[config.mk]
export PLATFORM = sky130hd
export DESIGN_NAME = cegen_frac
export DESIGN_NICKNAME = d
export VERILOG_FILES = /design/src/rtl/cegen_pkg.sv /design/src/rtl/cegen_frac_chan.sv /design/src/rtl/cegen_frac.sv
export SDC_FILE = /design/constraint.sdc
export NUM_CORES = 1
export LEC_CHECK = 0
export CORE_MARGIN = 1
export CORE_UTILIZATION = 50
export CTS_CLUSTER_SIZE = 10
export DETAILED_ROUTE_END_ITERATION = 10
export HOLD_SLACK_MARGIN = 0.02
export PLACE_DENSITY = 0.76
export SLEW_MARGIN = 20
export SYNTH_ARGS = -nofsm -noshare
export SYNTH_HDL_FRONTEND = slang
export SYNTH_SLANG_ARGS = --single-unit
[constraint.sdc]
create_clock -name i_clk -period 14.64 [get_ports i_clk]
set_input_delay 2.928 -clock i_clk [delete_from_list [all_inputs] [get_ports i_clk]]
set_output_delay 2.928 -clock i_clk [all_outputs]
set_load 0.03 [all_outputs]
[src/rtl/cegen_pkg.sv]
// rtl/cegen_pkg.sv - shared types and config check for the fractional clock-enable generator
package cegen_pkg;

   // Width of num, den and the accumulator.
   localparam int CEGEN_W = 16;

   // One channel's rate configuration: enable rate is num/den of clk.
   typedef struct packed {
      logic [CEGEN_W-1:0] num;
      logic [CEGEN_W-1:0] den;
   } cegen_cfg_t;

   // A rate is usable only if the modulus is nonzero and the rate is at most 1.
   function automatic logic cfg_valid(input logic [CEGEN_W-1:0] num,
                                      input logic [CEGEN_W-1:0] den);
      return (den != '0) && (num <= den);
   endfunction

endpackage

[src/rtl/cegen_frac_chan.sv]
// rtl/cegen_frac_chan.sv - one fractional enable channel: accumulator, pending/apply, error flag
module cegen_frac_chan
   import cegen_pkg::*;
#(
   parameter logic [CEGEN_W-1:0] DEF_NUM = 1,
   parameter logic [CEGEN_W-1:0] DEF_DEN = 240
)(
   input  logic               i_clk,
   input  logic               i_reset,
   input  logic               i_run,
   input  logic               i_resync,
   input  logic               i_load,
   input  logic [CEGEN_W-1:0] i_num,
   input  logic [CEGEN_W-1:0] i_den,
   output logic               o_cen,
   output logic               o_ce_tgl,
   output logic               o_cfg_err
);

   cegen_cfg_t         r_act;
   cegen_cfg_t         r_pcfg;
   logic               r_pend;
   logic [CEGEN_W-1:0] r_acc;
   logic               r_cen;
   logic               r_tgl;
   logic               r_err;

   cegen_cfg_t         w_pcfg;
   cegen_cfg_t         w_act_nxt;
   logic               w_load_ok;
   logic               w_pend;
   logic               w_wrap;
   logic               w_apply;
   logic [CEGEN_W:0]   w_sum;
   logic [CEGEN_W:0]   w_diff;
   logic [CEGEN_W-1:0] w_acc_nxt;

   // Next-state: accumulate, decide wrap, and fold a same-cycle load into the apply path.
   always_comb begin
      w_load_ok = i_load && cfg_valid(i_num, i_den);
      w_pcfg    = r_pcfg;
      if (w_load_ok) begin
         w_pcfg.num = i_num;
         w_pcfg.den = i_den;
      end
      w_pend = w_load_ok || r_pend;

      // W+1 bits so acc+num cannot overflow before the compare.
      w_sum  = {1'b0, r_acc} + {1'b0, r_act.num};
      w_diff = w_sum - {1'b0, r_act.den};
      w_wrap = i_run && (w_sum >= {1'b0, r_act.den});

      if (i_resync) begin
         w_acc_nxt = '0;
      end else if (i_run) begin
         w_acc_nxt = w_wrap ? w_diff[CEGEN_W-1:0] : w_sum[CEGEN_W-1:0];
      end else begin
         w_acc_nxt = r_acc;
      end

      // Swap configs only where no pulse spacing is in flight: a wrap, an idle cycle, or resync.
      w_apply   = w_pend && (i_resync || !i_run || w_wrap);
      w_act_nxt = w_apply ? w_pcfg : r_act;

      // Keep acc < den when the new modulus is smaller than the carried remainder.
      if (w_apply && (w_acc_nxt >= w_pcfg.den)) begin
         w_acc_nxt = '0;
      end
   end

   // Register all channel state; reset restores defaults and drops any pending load.
   always_ff @(posedge i_clk) begin
      if (i_reset) begin
         r_acc      <= '0;
         r_act.num  <= DEF_NUM;
         r_act.den  <= DEF_DEN;
         r_pcfg.num <= DEF_NUM;
         r_pcfg.den <= DEF_DEN;
         r_pend     <= 1'b0;
         r_cen      <= 1'b0;
         r_tgl      <= 1'b0;
         r_err      <= 1'b0;
      end else begin
         r_acc  <= w_acc_nxt;
         r_act  <= w_act_nxt;
         r_pcfg <= w_pcfg;
         r_pend <= w_pend && !w_apply;
         r_cen  <= !i_resync && w_wrap;
         r_tgl  <= i_resync ? 1'b0 : (r_tgl ^ w_wrap);
         if (i_load) begin
            r_err <= !w_load_ok;
         end
      end
   end

   assign o_cen     = r_cen;
   assign o_ce_tgl  = r_tgl;
   assign o_cfg_err = r_err;

endmodule

[src/rtl/cegen_frac.sv]
// rtl/cegen_frac.sv - multi-channel fractional clock-enable generator top
module cegen_frac
   import cegen_pkg::*;
#(
   parameter int CHANNELS = 2,
   parameter int W        = CEGEN_W,
   parameter int DEF_NUM  = 1,
   parameter int DEF_DEN  = 240
)(
   input  logic                  i_clk,
   input  logic                  i_reset,
   input  logic [CHANNELS-1:0]   i_run,
   input  logic                  i_resync,
   input  logic [CHANNELS-1:0]   i_load,
   input  logic [CHANNELS*W-1:0] i_num,
   input  logic [CHANNELS*W-1:0] i_den,
   output logic [CHANNELS-1:0]   o_cen,
   output logic [CHANNELS-1:0]   o_ce_tgl,
   output logic [CHANNELS-1:0]   o_cfg_err
);

   // One independent channel per enable stream; resync is shared for phase alignment.
   for (genvar gi = 0; gi < CHANNELS; gi++) begin : g_chan
      cegen_frac_chan #(
         .DEF_NUM (CEGEN_W'(DEF_NUM)),
         .DEF_DEN (CEGEN_W'(DEF_DEN))
      ) u_chan (
         .i_clk     (i_clk),
         .i_reset   (i_reset),
         .i_run     (i_run[gi]),
         .i_resync  (i_resync),
         .i_load    (i_load[gi]),
         .i_num     (i_num[gi*W +: W]),
         .i_den     (i_den[gi*W +: W]),
         .o_cen     (o_cen[gi]),
         .o_ce_tgl  (o_ce_tgl[gi]),
         .o_cfg_err (o_cfg_err[gi])
      );
   end

endmodule
==> impl_metrics.toml, run 1 <==
[clocking]
cts_buffers = 17
cts_setup_buffers = 0
cts-resized-gates = 0
clk_latency_ns = 0.44
holdBufCountCts = 0
cts_tree = "built"
cts_buffer_depth = 2
htreeDepth = 4
clock_sinks = 168
root_buffer = "clkbuf_16"
clkTransAtPathRegs_ns = 0.07

[setup_path]
cp_top_family = "compound AO/OA/AOI/OAI gates"
worst_path_largest_cell_delay_ns = 0.55
crit_top_cell = "a21oi_1"
reg2regPathDepth = 25
crit_chain = "clkdlybuf4s50_1 > inv_1 > ha_1 > nor2b_1 > o211ai_1 > a21oi_1 > a211o_1 > a211oi_4 > buf_4 > mux2i_1 > ha_1 > a21o_1 > a21o_1 > a21oi_1 > o21ai_0 > a21oi_1 > nor2_1 > a2111oi_1"
required_ns = 14.95
endpoint_kind = "flop"
start_kind = "input port"
worstSetupPathType = "in2reg"
path_depth = 18
slowest_stage = "clkdlybuf4s50_1"
critPathMaxFanout = 20
cp.arrival_ns = 7.72
path_buf_inv = 3

[finish]
drive_gt1_share_pct = 7.49
area_delta_synth_final_pct = 13.2
fin_area_um2 = 12800
nets = 1566

[grt]
grt_antenna_before_repair = 1
grtUsageTotal_pct = 26.9
grt_max_degree = 61
grt_pass1_wl_um = 50100
grt_pass1_vias = 9737
grt-ovfl-total = 0

[routing]
routed_via_density = 6.11
wl_per_cell_um = 19.0
routed_wl_um = 31400
vias = 10100
drt_iter0_markers = 836
drc = 5
drt_first_pass_iters = 10
ant_nets = 0

[placed_design]
pre_cts_ws_ns = 6.46
numPortBuffers = 76
dpl_cell_area_um2 = 12200
dp_hpwl_um = 23400
gp_congestion = 0.939

[pwr]
power_frac_comb_pct = 46.7
seq_power_share_pct = 28.1
clkPwrFrac_pct = 25.2
p_sw_share_pct = 40.7
p_int_w = 0.00114
power_w = 0.00192
p_switching_w = 0.000779
vdd_ir_drop_max_mv = 0.125
p_per_area_nw_per_um2 = 149
leakagePower_nw = 5.55

[floorplanning]
initial_utilization_pct = 51.6
die_h_um = 153
rows = 54
core_area_um2 = 22000
die_w_um = 153
io_pins = 77
dieArea_um2 = 23300

[sta]
maxSlewHeadroom_pct = 33.8
slew_violations = 0
worst_slack_ns = 7.23
worst_slew_pin_slew_ns = 0.991
skew_ns = 0.0124
finalSetupTns_ns = 0
final.period_utilization_pct = 50.6
hold_violations = 0
clock.fmax_mhz = 135
rsz0062_at_grt = "no"
setup_viol = 0
layout_min_cycle_time_ns = 7.41

[synth]
yosysSeqAreaShare_pct = 29.6
synth_area_um2 = 11400
synth.distinct_cells = 84
ys_warn_count = 0
synth_fp_nets = 1525
ys.flop_type = "dfxtp_1"
avgSynthCellArea_um2 = 8.59
async_flop_share_pct = 0
synth_edf_count = 0
synth-seq-cells = 168
synthCells = 1322

[job]
maxCapViolCount = 0

[hold_path]
hold_depth = 2
hp-class = "reg2reg"

[status]
violations = "design-rule violations"
status = "complete, but fails checks"
## power by group through the flow
stage / Combinational, W / Clock (W) / Sequential (W)
final: 0.000895 / 0.000484 / 0.000538
after global routing: 0.000983 / 0.000507 / 0.000543
after global placement: 0.000856 / 0 / 0.000546
after floorplan: 0.000705 / 0 / 0.000536
after detailed placement: 0.000871 / 0 / 0.000547
after CTS: 0.000883 / 0.000487 / 0.000537
## final cells by class
class	instances	area [µm²]
well taps	280	350
multi-input cells	998	7320
flip-flops and latches	168	3360
repair buffers	89	863
inverters	89	334
clock buffers	18	439
fillers	1932	9180
clock inverters	14	179
diodes	1	2.50
## Yosys cell counts (4+ instances only)
cell type | count | area share [%]
a2111oi_0 | 4 | 0.31
a211o_1 | 4 | 0.31
a211oi_1 | 47 | 3.1
a211oi_2 | 15 | 1.7
a21o_1 | 34 | 2.2
a21oi_1 | 77 | 3.4
a221oi_1 | 4 | 0.31
a22oi_1 | 16 | 1.1
a31o_2 | 15 | 1.2
a31oi_1 | 8 | 0.44
and2_1 | 6 | 0.33
and3_1 | 7 | 0.39
buf_2 | 11 | 0.48
buf_4 | 10 | 0.66
buf_6 | 5 | 0.50
clkbuf_1 | 38 | 1.3
dfxtp_1 | 168 | 30
fa_1 | 4 | 0.71
ha_1 | 128 | 14
inv_1 | 88 | 2.9
mux2i_1 | 64 | 5.6
nand2_1 | 53 | 1.8
nand2b_1 | 12 | 0.66
nand3_1 | 28 | 1.2
nand4_1 | 17 | 0.94
nor2_1 | 153 | 5.1
nor2b_1 | 10 | 0.55
nor3_1 | 41 | 1.8
nor3b_1 | 11 | 0.73
nor4_1 | 22 | 1.2
o211ai_1 | 12 | 0.79
o21a_1 | 13 | 0.86
o21ai_0 | 55 | 2.4
o21bai_1 | 8 | 0.53
o31ai_1 | 18 | 1.2
or2_2 | 5 | 0.28
xnor2_1 | 37 | 2.9
xor2_1 | 11 | 0.85
## cells in the final DEF, fill, tap and decap left out, types with 6 or more instances in the layout
cell	Yosys	layout
nand2b_1	12	12
buf_4	10	13
xor2_1	11	11
mux2i_1	64	64
inv_1	88	88
a21o_1	34	34
nor3b_1	11	11
a31o_2	15	15
nand3_1	28	28
clkdlybuf4s50_1	0	75
a211oi_1	47	46
xnor2_1	37	37
and3_1	7	7
a31oi_1	8	8
ha_1	128	128
nand2_1	53	53
nand4_1	17	17
o21ai_0	55	55
a22oi_1	16	16
o21bai_1	8	8
clkbuf_16	0	17
o211ai_1	12	12
nor3_1	41	41
and2_1	6	6
dfxtp_1	168	168
o31ai_1	18	18
a211oi_2	15	15
o21a_1	13	13
a21oi_1	77	77
nor4_1	22	22
nor2_1	153	153
nor2b_1	10	10
## registers in the layout, indices dropped and copies added (netlist names)
| name | cells |
|---|---|
| g_chan.u_chan.r_act | 64 |
| g_chan.u_chan.r_pcfg | 64 |
| g_chan.u_chan.r_acc | 32 |
| g_chan.u_chan.o_ce_tgl | 2 |
| g_chan.u_chan.o_cen | 2 |
| g_chan.u_chan.o_cfg_err | 2 |
| g_chan.u_chan.r_pend | 2 |
## cell families (layout without fill, tap and decap cells)
kind of cell    after synthesis  count (layout)  share of synthesized area (%)
simple gates                385             385                           16.6
compound gates              369             369                           23.5
mux                          64              64                           5.64
buf+inv                     156             210                           6.14
other cells                   0               1                              0
xor+xnor                     48              48                           3.70
fa+ha+maj                   132             132                           14.8
flops                       168             168                           29.6
## per-stage QoR
stage	std cells	hold WS, ns	utilization, %
2_1_floorplan	1322	0.450	-
3_3_place_gp	1623	0.468	55.5
3_5_place_dp	1623	0.476	55.5
4_1_cts	1655	0.486	58.3
5_1_grt	1657	0.503	58.3
6_report	1657	0.482	58.3
## final timing paths
check | start | to | slack [ns]
setup reg to reg | g_chan[0].u_chan.r_acc[0]$_SDFF_PP0_ | g_chan[0].u_chan.r_acc[0]$_SDFF_PP0_ | 7.59
setup / recovery | i_den[17] | g_chan[1].u_chan.r_acc[15]$_SDFF_PP0_ | 7.23
hold reg to reg | g_chan[0].u_chan.r_act[19]$_SDFFE_PP0P_ | g_chan[0].u_chan.r_act[19]$_SDFFE_PP0P_ | 0.48
hold / removal | g_chan[0].u_chan.r_act[19]$_SDFFE_PP0P_ | g_chan[0].u_chan.r_act[19]$_SDFFE_PP0P_ | 0.48
## layer usage
layer / up-vias / wire (µm) / track usage (%)
met4: 0 / 971 / 10.2
met5: - / 0 / 0
met3: 62 / 1460 / 3.87
met2: 306 / 15500 / 47.9
met1: 4839 / 13500 / 32.7
li1: 4909 / - / -
## tightest hold or removal path, cell delays in order, from the launching register on
cell and delay [ns]:
dfxtp_1 0.32, nand3_1 0.06, o31ai_1 0.06
Power figures use the tool's default switching activity.
==> run 2: changes to the inputs <==
- clock period: 14.64 -> 7 ns (I/O delays scaled with it)
==> run 2 against run 1 <==
Net effect: the run still ends with design-rule violations left; clock power up 130%; global-route usage up 0.37 points; non-clock buffer count up 4; first-iteration DRC count down 1.4%; design area up 0.66%; power up 120%; via count down 0.87%; largest power group unchanged; highest routed layer unchanged.
==> impl_metrics.toml, run 2 (same netlist as run 1, synthesis figures left out) <==
[status]
status = "complete, but fails checks"
violations = "design-rule violations"

[sta]
worst_slack_ns = 0.658
finalSetupTns_ns = 0
layout_min_cycle_time_ns = 6.34
skew_ns = 0.0131
worst_slew_pin_slew_ns = 0.881
clock.fmax_mhz = 158
final.period_utilization_pct = 90.6
rsz0062_at_grt = "no"
slew_violations = 0
setup_viol = 0
hold_violations = 0
hold_slack_ns = 0.491
maxSlewHeadroom_pct = 40.9

[floorplanning]
core_area_um2 = 22000
dieArea_um2 = 23300
die_w_um = 153
rows = 54
io_pins = 77
die_h_um = 153
initial_utilization_pct = 51.6

[clocking]
cts_buffer_depth = 2
clock_sinks = 168
holdBufCountCts = 0
clk_latency_ns = 0.45
root_buffer = "clkbuf_16"
clkTransAtPathRegs_ns = 0.07
cts_tree = "built"
htreeDepth = 4
cts_setup_buffers = 0
cts-resized-gates = 0
cts_buffers = 17

[setup_path]
critPathMaxFanout = 11
rrSetupSlack_ns = 0.66
timing.rr.start = "g_chan[0].u_chan.r_act[16]$_SDFFE_PP1P_"
endpoint_kind = "flop"
reg2regPathDepth = 25
start_kind = "flop"
r2r-end = "g_chan[0].u_chan.r_acc[9]$_SDFF_PP0_"
required_ns = 7.31
worst_path_largest_cell_delay_ns = 0.49
cp.arrival_ns = 6.65
slowest_stage = "o41a_4"
worstSetupPathType = "reg2reg"

[finish]
multi_input_area_um2 = 7320
drive_gt1_share_pct = 7.69
layout_common_cells = "168 x dfxtp_1, 153 x nor2_1, 128 x ha_1"
nets = 1570
n_antenna_cell = 0
num-fill-cells = 1918
area_delta_synth_final_pct = 13.9
final_common_cell = "dfxtp_1"
ff_latch_area_um2 = 3360
top_regs = "g_chan.u_chan.r_act: 64 flops, g_chan.u_chan.r_pcfg: 64 flops, g_chan.u_chan.r_acc: 32 flops"

[placed_design]
gp_congestion = 0.940
numPortBuffers = 76
pre_cts_ws_ns = 0.726
dp_hpwl_um = 23800

[routing]
routed_wl_um = 31500
drc = 2
vias = 10000
ant_nets = 0
wl_per_cell_um = 19.0
routed_via_density = 6.04
drt_iter0_markers = 824
drt_first_pass_iters = 10

[grt]
grtUsageTotal_pct = 27.3
grt_max_degree = 66
grt_antenna_before_repair = 0
grt-ovfl-total = 0
grt_pass1_vias = 9761
grt_pass1_wl_um = 50700

[hold_path]
hp-start = "g_chan[1].u_chan.r_pcfg[24]$_SDFF_PP0_"
hp-class = "reg2reg"
hold_depth = 2
hold_end = "g_chan[1].u_chan.r_pcfg[24]$_SDFF_PP0_"

[pwr]
p_per_area_nw_per_um2 = 320
vdd_ir_drop_max_mv = 0.203
leakagePower_nw = 5.60

[job]
maxCapViolCount = 0
## run 2: layer usage
layer | global-route usage, % | share of wire, % | up-vias
met5 | 0 | 0 | -
met4 | 10.5 | 2.9 | 0
met3 | 3.19 | 4.4 | 63
met2 | 50.2 | 51 | 296
met1 | 32.2 | 42 | 4746
li1 | - | - | 4923
## run 2: area by class of cell
| type | count | share of cell area [%] |
|---|---|---|
| Multi-Input combinational cell | 998 | 56.6 |
| Clock inverter | 14 | 1.99 |
| Inverter | 89 | 2.58 |
| Clock buffer | 17 | 3.29 |
| Tap cell | 280 | 2.71 |
| Sequential cell | 168 | 26.0 |
| Timing Repair Buffer | 93 | 6.85 |
## run 2: stage by stage
stage / area (µm²) / total power [W] / util, % / std cells
5_1_grt: 12900 / 0.00438 / 58.7 / 1659
4_1_cts: 12900 / 0.00413 / 58.7 / 1659
3_3_place_gp: 12300 / 0.00296 / 55.6 / 1628
6_report: 12900 / 0.00414 / 58.7 / 1659
2_1_floorplan: 11400 / 0.00260 / - / 1322
3_5_place_dp: 12300 / 0.00299 / 55.6 / 1628
## run 2: worst max-delay path, delay by kind of cell, from the launching register on
family / cells / cell delay (ns)
adders and majority gates: 4 / 1.29
AOI/OAI and AO/OA: 13 / 3.21
buffers and inverters: 1 / 0.26
and+or+nand+nor: 6 / 0.77
DFF: 1 / 0.32
muxes: 1 / 0.34
## run 2: how the worst max path moves through the flow
stage                                       startpoint                                     to  slack, ns  cells past startpoint
6_report       g_chan[0].u_chan.r_act[16]$_SDFFE_PP1P_   g_chan[0].u_chan.r_acc[9]$_SDFF_PP0_       0.66                     25
3_3_place_gp      g_chan[0].u_chan.r_acc[0]$_SDFF_PP0_   g_chan[0].u_chan.r_acc[9]$_SDFF_PP0_       0.77                     23
3_5_place_dp   g_chan[0].u_chan.r_act[16]$_SDFFE_PP1P_   g_chan[0].u_chan.r_acc[9]$_SDFF_PP0_       0.73                     25
4_1_cts        g_chan[0].u_chan.r_act[16]$_SDFFE_PP1P_   g_chan[0].u_chan.r_acc[8]$_SDFF_PP0_       0.67                     25
5_1_grt           g_chan[0].u_chan.r_acc[0]$_SDFF_PP0_   g_chan[0].u_chan.r_acc[9]$_SDFF_PP0_       0.18                     25
2_1_floorplan     g_chan[0].u_chan.r_acc[0]$_SDFF_PP0_  g_chan[0].u_chan.r_acc[11]$_SDFF_PP0_       1.28                     26
## run 2: power by group
| part | total (W) | switching (W) | internal, W |
|---|---|---|---|
| Clock | 0.00113 | 0.000449 | 0.000680 |
| Sequential | 0.00113 | 0.0000629 | 0.00106 |
| Combinational | 0.00189 | 0.00112 | 0.000771 |
| Total | 0.00414 | 0.00163 | 0.00251 |
